--- src/rtl/timer_pkg.sv ---
// timer_pkg: register map, servicer state encoding and event record for the timer IRQ servicer
package timer_pkg;

    localparam logic [5:0] REG_CTRL    = 6'h00;
    localparam logic [5:0] REG_LOAD    = 6'h04;
    localparam logic [5:0] REG_VAL     = 6'h08;
    localparam logic [5:0] REG_PRE     = 6'h0C;
    localparam logic [5:0] REG_INT_EN  = 6'h10;
    localparam logic [5:0] REG_INT_STS = 6'h14;
    localparam logic [5:0] REG_CMP     = 6'h18;
    localparam logic [5:0] REG_CAP     = 6'h1C;

    typedef enum logic [2:0] {
        IDLE,
        RD_STS,
        RD_CAP,
        RD_VAL,
        CLR,
        PUSH
    } state_t;

    // typ[0] = expire, typ[1] = capture
    typedef struct packed {
        logic [1:0]  typ;
        logic [31:0] cap;
        logic [31:0] val;
    } timer_evt_t;

endpackage

--- src/rtl/timer_evt_fifo.sv ---
// timer_evt_fifo: synchronous event FIFO with valid/ready pop and a full flag
module timer_evt_fifo
    import timer_pkg::*;
#(
    parameter int DEPTH = 4
) (
    input  logic       clk,
    input  logic       rst_n,
    input  logic       push,
    input  timer_evt_t din,
    input  logic       ready,
    output timer_evt_t dout,
    output logic       valid,
    output logic       full
);

    localparam int AW = $clog2(DEPTH);

    logic [AW-1:0] wr_ptr;
    logic [AW-1:0] rd_ptr;
    logic [AW:0]   count;
    timer_evt_t    mem [DEPTH];
    logic          pop;
    logic          do_push;

    assign valid   = count != '0;
    assign full    = count == (AW + 1)'(DEPTH);
    assign pop     = valid && ready;
    assign do_push = push && (!full || pop);
    assign dout    = mem[rd_ptr];

    // Pointers and occupancy; a push into a full FIFO is accepted only alongside a pop
    always_ff @(posedge clk) begin
        if (!rst_n) begin
            wr_ptr <= '0;
            rd_ptr <= '0;
            count  <= '0;
        end else begin
            if (do_push) wr_ptr <= wr_ptr + 1'b1;
            if (pop) rd_ptr <= rd_ptr + 1'b1;
            count <= count + (AW + 1)'(do_push) - (AW + 1)'(pop);
        end
    end

    // Storage needs no reset: entries are only visible once count covers them
    always_ff @(posedge clk) begin
        if (do_push) mem[wr_ptr] <= din;
    end

endmodule

--- src/rtl/timer_irq_servicer.sv ---
// timer_irq_servicer: arbitrates the timer register bus and services its interrupt in hardware
module timer_irq_servicer
    import timer_pkg::*;
#(
    parameter int FIFO_DEPTH = 4,
    parameter int MAX_DEFER  = 8
) (
    input  logic        clk,
    input  logic        rst_n,
    input  logic        h_cs,
    input  logic        h_we,
    input  logic [5:0]  h_addr,
    input  logic [31:0] h_wdata,
    output logic [31:0] h_rdata,
    output logic        h_gnt,
    output logic        cs,
    output logic        we,
    output logic [5:0]  addr,
    output logic [31:0] wdata,
    input  logic [31:0] rdata,
    input  logic        intr_i,
    output logic        evt_valid,
    input  logic        evt_ready,
    output logic [1:0]  evt_type,
    output logic [31:0] evt_cap,
    output logic [31:0] evt_val,
    output logic        ovf_o,
    input  logic        ovf_clr
);

    state_t     state;
    state_t     state_nx;
    logic [1:0] sts;
    logic [31:0] cap;
    logic [31:0] val;
    logic [7:0] defer;
    logic       defer_hit;
    logic       push;
    logic       pop;
    logic       fifo_full;
    timer_evt_t head;

    assign defer_hit = defer == 8'(MAX_DEFER - 1);
    assign pop       = evt_valid && evt_ready;
    assign h_rdata   = h_gnt ? rdata : '0;
    assign evt_type  = head.typ;
    assign evt_cap   = head.cap;
    assign evt_val   = head.val;

    // Bus mux and service sequencing; the host owns the bus only in IDLE
    always_comb begin
        state_nx = state;
        cs       = 1'b0;
        we       = 1'b0;
        addr     = '0;
        wdata    = '0;
        h_gnt    = 1'b0;
        push     = 1'b0;
        case (state)
            IDLE: begin
                cs    = h_cs;
                we    = h_we;
                addr  = h_addr;
                wdata = h_wdata;
                h_gnt = 1'b1;
                if (intr_i && (!h_cs || defer_hit)) state_nx = RD_STS;
            end
            RD_STS: begin
                cs       = 1'b1;
                addr     = REG_INT_STS;
                state_nx = (rdata[1:0] == 2'b00) ? IDLE : rdata[1] ? RD_CAP : RD_VAL;
            end
            RD_CAP: begin
                cs       = 1'b1;
                addr     = REG_CAP;
                state_nx = RD_VAL;
            end
            RD_VAL: begin
                cs       = 1'b1;
                addr     = REG_VAL;
                state_nx = CLR;
            end
            CLR: begin
                cs       = 1'b1;
                we       = 1'b1;
                addr     = REG_INT_STS;
                wdata    = {30'b0, sts};
                state_nx = PUSH;
            end
            PUSH: begin
                push     = 1'b1;
                state_nx = IDLE;
            end
            default: state_nx = IDLE;
        endcase
    end

    // State, captured register values, host-deferral counter and sticky overflow
    always_ff @(posedge clk) begin
        if (!rst_n) begin
            state <= IDLE;
            sts   <= '0;
            cap   <= '0;
            val   <= '0;
            defer <= '0;
            ovf_o <= 1'b0;
        end else begin
            state <= state_nx;
            defer <= (state == IDLE && intr_i && h_cs && state_nx == IDLE) ? defer + 8'd1 : 8'd0;
            if (state == RD_STS) begin
                sts <= rdata[1:0];
                cap <= '0;
            end
            if (state == RD_CAP) cap <= rdata;
            if (state == RD_VAL) val <= rdata;
            ovf_o <= (push && fifo_full && !pop) ? 1'b1 : ovf_clr ? 1'b0 : ovf_o;
        end
    end

    timer_evt_fifo #(
        .DEPTH(FIFO_DEPTH)
    ) u_fifo (
        .clk  (clk),
        .rst_n(rst_n),
        .push (push),
        .din  ('{typ: sts, cap: cap, val: val}),
        .ready(evt_ready),
        .dout (head),
        .valid(evt_valid),
        .full (fifo_full)
    );

endmodule

--- config.mk ---
export PLATFORM = sky130hd
export DESIGN_NAME = timer_irq_servicer
export DESIGN_NICKNAME = d
export VERILOG_FILES = /design/src/rtl/timer_pkg.sv /design/src/rtl/timer_evt_fifo.sv /design/src/rtl/timer_irq_servicer.sv
export SDC_FILE = /design/constraint.sdc
export NUM_CORES = 1
export LEC_CHECK = 0
export BUFFER_PORTS_ARGS = -buffer_cell sky130_fd_sc_hd__buf_4
export CORE_ASPECT_RATIO = 0.9
export CORE_MARGIN = 3
export CORE_UTILIZATION = 40
export CTS_CLUSTER_SIZE = 24
export DETAILED_ROUTE_END_ITERATION = 16
export GPL_ROUTABILITY_DRIVEN = 0
export PLACE_DENSITY_LB_ADDON = 0.25
export SLEW_MARGIN = 20
export SYNTH_ARGS = -nofsm -noshare
export SYNTH_HDL_FRONTEND = slang
export SYNTH_SLANG_ARGS = --single-unit
--- constraint.sdc ---
create_clock -name clk -period 3.2 [get_ports clk]
set_input_delay 0.64 -clock clk [delete_from_list [all_inputs] [get_ports clk]]
set_output_delay 0.64 -clock clk [all_outputs]
set_load 0.05 [all_outputs]
==> results of run 1 <==
metal layers:
| layer | wire length, um | vias to the layer above | GRT usage, % |
|---|---|---|---|
| met2 | 15500 | 269 | 28.8 |
| met1 | 13600 | 3864 | 23.7 |
| met3 | 1950 | 40 | 3.58 |
| met4 | 611 | 2 | 4.13 |
| met5 | 13 | - | 0 |
| li1 | - | 3587 | - |
Yosys cell counts, types with 2 or more instances:
cell,count
sky130_fd_sc_hd__inv_1,10
sky130_fd_sc_hd__o21ai_0,38
sky130_fd_sc_hd__a211oi_1,4
sky130_fd_sc_hd__or3_1,4
sky130_fd_sc_hd__mux4_2,66
sky130_fd_sc_hd__a21oi_1,69
sky130_fd_sc_hd__xor2_1,4
sky130_fd_sc_hd__mux2i_1,4
sky130_fd_sc_hd__buf_2,12
sky130_fd_sc_hd__clkbuf_2,5
sky130_fd_sc_hd__nand2_1,101
sky130_fd_sc_hd__clkbuf_1,28
sky130_fd_sc_hd__nor2_1,16
sky130_fd_sc_hd__edfxtp_1,264
sky130_fd_sc_hd__nand3b_1,2
sky130_fd_sc_hd__and2_1,67
sky130_fd_sc_hd__and3_1,4
sky130_fd_sc_hd__and3b_1,2
sky130_fd_sc_hd__nor3_1,7
sky130_fd_sc_hd__buf_1,5
sky130_fd_sc_hd__dfxtp_1,87
sky130_fd_sc_hd__xnor2_1,5
sky130_fd_sc_hd__nand3_1,5
sky130_fd_sc_hd__ha_1,7
sky130_fd_sc_hd__o21a_1,2
registers in the layout, indices dropped and copies added (netlist names), named ones only:
signal         count
cap               32
defer              8
ovf_o              1
state              3
sts                2
u_fifo.count       3
u_fifo.mem       264
u_fifo.rd_ptr      2
u_fifo.wr_ptr      2
val               32
per-stage QoR:
stage | utilization [%] | instance area [um^2] | setup WS (ns)
after floorplan | - | 13400 | 0.321
after global placement | 47.9 | 15500 | 0.693
after detailed placement | 47.9 | 15500 | 0.708
after CTS | 51.5 | 16700 | 0.185
after global routing | 51.6 | 16700 | 0.0717
final | 51.7 | 16800 | 0.194
worst reg2reg max path: stages (launching register included):
cell                      delay, ns
sky130_fd_sc_hd__dfxtp_1       0.64
sky130_fd_sc_hd__and3b_1       0.39
sky130_fd_sc_hd__and3_4        0.95
final timing paths:
kind / to / from
hold reg to reg: defer[0] / defer[0]
setup / recovery: h_rdata[3] / state[1]
hold / removal: u_fifo.count[0] / rst_n
setup reg to reg: u_fifo.mem[3][41] / state[0]
report_power, final:
part	internal [mW]	switching (mW)
clock	2.42	1.66
sequential	4.94	0.0987
combinational	1.31	2.41
placed cells by master (no fill, tap or decap), drive strengths merged, types with 3 or more instances in the layout:
cell type	synthesis	final
and3	5	5
xor2	4	4
inv	11	11
clkbuf	33	47
nor2	16	16
a211oi	4	4
nand3	6	6
and2	67	67
o21ai	38	38
edfxtp	264	264
diode	0	3
a21oi	69	69
nor3	7	7
dfxtp	87	87
xnor2	5	5
mux4	66	66
or3	6	6
buf	18	234
ha	7	7
clkinv	0	11
nand2	101	101
clkinvlp	0	3
mux2i	4	4
kinds of logic after synthesis:
group                    share of synthesized area [%]
adder cells (fa/ha/maj)                          0.804
flip-flops                                        72.3
AO/OA/AOI/OAI                                     4.77
multiplexers                                      11.4
buffers and inverters                             1.93
XOR/XNOR                                         0.589
AND/OR/NAND/NOR                                   8.22
cell type report:
cell class / count / area, um^2 / share of cell area [%]
sequential: 351 / 9680 / 57.8
multi-input combinational: 424 / 3480 / 20.8
timing repair buffer: 234 / 1860 / 11.1
clock buffer: 47 / 1020 / 6.12
tap: 416 / 520 / 3.11
clock inverter: 16 / 135 / 0.807
inverter: 11 / 41.3 / 0.246
antenna: 3 / 7.51 / 0.0448
==> results.md, run 1 <==
- The run finished with clean final reports.
- The critical path crosses 5 cells after its start point.
- Global routing used 17.3% of the available tracks.
- In the post-synthesis netlist, the biggest area contributors are sky130_fd_sc_hd__edfxtp_1, sky130_fd_sc_hd__dfxtp_1, sky130_fd_sc_hd__mux4_2, sky130_fd_sc_hd__and2_1, sky130_fd_sc_hd__nand2_1.
- The first TritonRoute pass finished after 4 iterations.
- In this run, the number of DRC markers left after iteration 0 of detailed routing was 420.
- The remaining design rule violation count is 0.
- The net count of the mapped netlist is 922.
- The tightest slew margin relative to the limit is 27.7%.
- Of the synthesized area, sequential elements account for 72.3%.
- The count of cells in the finished layout, fillers not included, comes to 1502.
- Setup repair after global routing left no endpoint under its margin.
- The routed length per placed instance is 21.1 um.
- The die covers 35700 um^2.
- 218 I/O pins were placed.
- For this run, the post-layout net count is 1142.
- The initialized floorplan defines 62 standard-cell rows.
- Counting flops with a built-in enable in the synthesized netlist gives 264.
- In this run the cell area of the synthesized design comes to 13400 um^2.
- The final hold slack is 0.398 ns.
- The number of buffer and inverter instances along the worst setup path is 3.
- The largest stage delay on the critical path is 0.48 ns.
- In this run the power density over the cells is 766 nW/um^2.
- Synthesis inferred 351 register bits.
- On the final layout, the worst clock skew is 0.0200 ns.
- The initial cell density of the core is 41.3%.
- The worst setup path is captured at an output port.
- The cell taking the most area after synthesis is sky130_fd_sc_hd__edfxtp_1.
- The cell sitting at the root of the clock tree is a sky130_fd_sc_hd__clkbuf_16.
- The final critical path time including I/O delays and setup is 3.01 ns.
- The fraction of synthesis flops using an asynchronous set or reset pin is 0%.
- The count of synthesis-stage warnings from yosys is 0.
- The number of port buffers is 217.
- In the final timing run, aggregate negative setup slack is 0 ns.
- The largest individual stage delay along the critical path comes from the cell sky130_fd_sc_hd__dfxtp_1.
- The number of clock sinks seen by CTS is 351.
- The wire length of the first global-routing pass is 47000 um.
- The maximum number of pins on one net before global-route repair is 67.
- The die is 199 um wide.
- The category of the most critical setup path is reg2out.
- The number of unique standard cell types used by synthesis is 44.
- The highest net fanout along the worst path is 54.
- The fraction of final layout cells with drive strength greater than 1 is 34.5%.
- The worst-margin pin slew is 1.08 ns.
- Once the clock tree was built, the resizer swapped 0 gates to a different size.
- Among all flip-flop cells after synthesis, the most frequent one is sky130_fd_sc_hd__edfxtp_1.
- The number of max-slew violations in the final report is 0.
- From synthesis to final layout, the design area changed by 25.2%.
- The startpoint kind of the worst setup timing path is a flop.
- The count of nets left with antenna violations once routing finished came out at 0.
- The top cell type by area accounts for 59.3% of the synthesized area.
- Averaged over all synthesized cells, the footprint is 16.0 um^2.
- The signal on the critical path passes through or3_4 -> inv_2 -> buf_12 -> and2_1 -> buf_4.
- The core outline area is 32400 um^2.
- The number of setup buffers added after CTS is 0.
- For flop-to-flop paths, the worst setup slack is 0.78 ns.
- Synthesis handed over a netlist of 837 instances.
- The arrival time reported for the critical path endpoint is 2.37 ns.
- The TritonCTS clock tree is yes.
- The sum of internal, switching and leakage power is 12.8 mW.
- The via count of the first global-routing pass came to 7733.
- The static leakage is 5.82 nW.
- After global routing the overflow that remains totals 0.
- At the later pin of the worst-skew pair, clock insertion delay measures 0.51 ns.
- Wires add up to 31700 um.
- In this run, placement finished with an instance count of 1434.
- The number of cells traversed by the worst hold path is 2.
- The count of vias placed by the detailed router is 7762.
- The vertical die dimension is 179 um.
- The total of max-cap violations is 0.
- At the worst endpoint, the required time is 2.56 ns.
- The worst register-to-register path has a depth of 2.
- Based on the critical path, the design can be clocked at up to 0.333 GHz.
- The initial antenna violation count is 1.
- In this run the number of H-tree levels came out at 2.
- The total setup violations reported at the end of the flow is 0.
- Of the available clock period, the critical path in the final layout requires 93.9%.
- The placed wire-length estimate is 19900 um.
- The hold buffer count at CTS is 0.
- The number of buffers on the longest clock path is 3.
- In the routed layout, each cell is associated on average with a via count of 5.17.
- The maximum vdd ir drop is 0.437 mV.
- The number of buffers created by CTS is 35.
- In this run the worst hold path is classified as in2reg.
- The number of hold violations in the final report was 0.
- Clock-pin slew was measured on the worst setup and hold paths at 0.06 ns.
- The dominant delay contributor by cell family on the critical path is buffers and inverters.
- The count of fill cells added during filler insertion is 2663.
(Power assumes the default switching activity.)
==> run 2: changes to the inputs <==
--- a/config.mk
+++ b/config.mk
@@ -8,7 +8,7 @@
 export BUFFER_PORTS_ARGS = -buffer_cell sky130_fd_sc_hd__buf_4
 export CORE_ASPECT_RATIO = 0.9
 export CORE_MARGIN = 3
-export CORE_UTILIZATION = 40
+export CORE_UTILIZATION = 45
 export CTS_CLUSTER_SIZE = 24
 export DETAILED_ROUTE_END_ITERATION = 16
 export GPL_ROUTABILITY_DRIVEN = 0
==> run 2 against run 1 <==
Compared with the run above: setup slack better by 0.11 ns; global-route usage up 1.7 points; flip-flop and latch count unchanged.
==> results.md, run 2 (same netlist as run 1, synthesis figures left out) <==
- The flow ran to the end, and the final reports show no timing, DRC or antenna violations.
- Once the clock tree was built, the setup fixing pass inserted 0 buffers.
- The startpoint kind of the worst setup timing path is a flop.
- The first global-routing pass estimated 46400 um of wire.
- For the worst-skew pair, the clock arrives at the later sink with an insertion delay of 0.50 ns.
- Clock tree synthesis found a total of 351 sinks.
- The kind of end point of the critical path is an output port.
- The maximum number of pins on one net before global-route repair is 69.
- The total of max-cap violations is 0.
- The initial antenna violation count is 2.
- The number of buffers on the longest clock path is 3.
- The number of hold violations in the final report is 0.
- Using the TritonRoute via totals, the vias-per-cell ratio works out to 5.26.
- The worst-margin pin slew is 0.973 ns.
- The number of buffers created by CTS is 35.
- The core utilization of the finished layout is 57.5%.
- The count of fill cells added during filler insertion is 2289.
- The final critical path time including I/O delays and setup is 2.89 ns.
- The net count of the finished layout is 1147.
- The initial utilization of the core area, before any placement, comes to 46.0%.
- The initial DRC count is 613.
- The clock input transition at the sequential cells of the worst setup and hold paths is 0.06 ns.
- In this run the tightest slew margin relative to its limit is 35.1%.
- The highest net fanout along the worst path is 44.
- The tightest min-delay check is of the in2reg type.
- The standard-cell row count is 59.
- Dividing the final minimum period by the clock period gives 90.3%.
- The area of all placed cells without fillers is 16700 um^2.
- Cells with a size suffix above 1 make up 34.4% of the layout.
- The number of max-slew violations in the final report is 0.
- In the final layout, the registers with the most flip-flops are u_fifo.mem x264, cap x32, val x32.
- The power density over the cells is 760 nW/um^2.
- The total routed wirelength is 30500 um.
- After clock tree synthesis, the flow added hold-fix buffers numbering 0.
- After global routing the overflow that remains totals 0.
- 218 I/O pins were placed.
- The library cell used as clock root buffer is sky130_fd_sc_hd__clkbuf_16.
- Summing all multi-input logic gate instances after layout gives 3480 um^2.
- The signal on the critical path passes through or3_4 -> inv_2 -> buf_12 -> and2_1 -> buf_4.
- Measured along the x axis, the die boundary spans 188 um.
- The residual antenna-violating net count after detailed routing is 0.
- The worst endpoint required time is 2.56 ns.
- The largest stage delay on the critical path is 0.43 ns.
- Gates resized during post-CTS repair numbered 0.
- TritonCTS built the clock tree.
- The routed layout has 7810 vias.
- From synthesis to final layout, the design area changed by 25.1%.
- Data arrives at the worst endpoint at 2.25 ns.
- Among all stages on the critical path, the largest delay is contributed by sky130_fd_sc_hd__or3_4.
- The placed instances occupy a cell area of 15600 um^2.
- The highest clock frequency the design can meet is 0.346 GHz.
- In this run the static leakage power is 5.82 nW.
- CTS built an H-tree with a depth of 2.
- The clock skew is 0.0113 ns.
- The register area is 9680 um^2.
- The register with the most flip-flops in the layout has 264 of them.
- The placed wire-length estimate is 19700 um.
- In the final routed layout, each cell accounts on average for 20.6 um.
- The antenna cell count is 0.
- In this run the standard cell core region covers 29100 um^2.
- The number of port buffers is 217.
- The register ranked first by flip-flop count is u_fifo.mem.
- The category of the most critical setup path is reg2out.
- For this run, design rule violations remaining after detail routing come to 0.
- The first TritonRoute pass finished after 5 iterations.
- Global routing used 19.0% of the available tracks.
- The die footprint is 31800 um^2.
- IR analysis of the VDD net gives a maximum drop of 0.337 mV.
- The vertical die dimension is 170 um.
- Leaving out fill and tap cells, the most frequent cell in the layout is sky130_fd_sc_hd__edfxtp_1.
- In the final timing run, aggregate negative setup slack is 0 ns.
- Setup violations remaining at the end of the flow were counted as 0.
- Setup repair after global routing left no endpoint under its margin.
- The via count of the first global-routing pass is 8041.
- In the layout the commonest cells are sky130_fd_sc_hd__edfxtp_1, sky130_fd_sc_hd__buf_4, sky130_fd_sc_hd__nand2_1, sky130_fd_sc_hd__dfxtp_1, sky130_fd_sc_hd__a21oi_1.
run 2: power by group:
part	leakage, nW	switching, mW	internal [mW]
combinational	2.12	2.35	1.33
sequential	3.15	0.133	4.94
clock	0.551	1.61	2.36
total	5.82	4.09	8.62
run 2: final cells by class:
cell class	instances	share of cell area, %
Clock buffer	50	6.01
Clock inverter	13	0.740
Inverter	11	0.247
Multi-Input combinational cell	424	20.8
Sequential cell	351	57.8
Tap cell	396	2.96
Timing Repair Buffer	239	11.4
run 2: routing by layer:
layer	global-route usage, %	wire [um]
met2	33.7	15700
met1	24.0	12100
met5	0	27
met3	4.42	2180
met4	4.63	558
run 2: stage by stage:
step / hold WS [ns] / total power, mW / cells / worst slack (ns)
floorplan: 0.431 / 7.76 / 837 / 0.321
global route: 0.404 / 13.2 / 1484 / 0.194
finish: 0.408 / 12.7 / 1484 / 0.309
CTS: 0.397 / 12.9 / 1483 / 0.283
detailed placement: 0.460 / 8.92 / 1420 / 0.645
global placement: 0.446 / 8.90 / 1420 / 0.683
run 2: critical path: cells and delay by family, from the launching register on:
family	cells	cell delay, ns
buffers and inverters	3	0.78
and+or+nand+nor	2	0.58
DFF	1	0.36
run 2: worst paths after layout:
kind	start	to	slack, ns	cells past startpoint
max	state[2]	h_rdata[28]	0.31	5
min	rdata[21]	cap[21]	0.41	3
max reg2reg	state[0]	u_fifo.mem[2][24]	0.88	3
min reg2reg	defer[0]	defer[0]	0.46	1
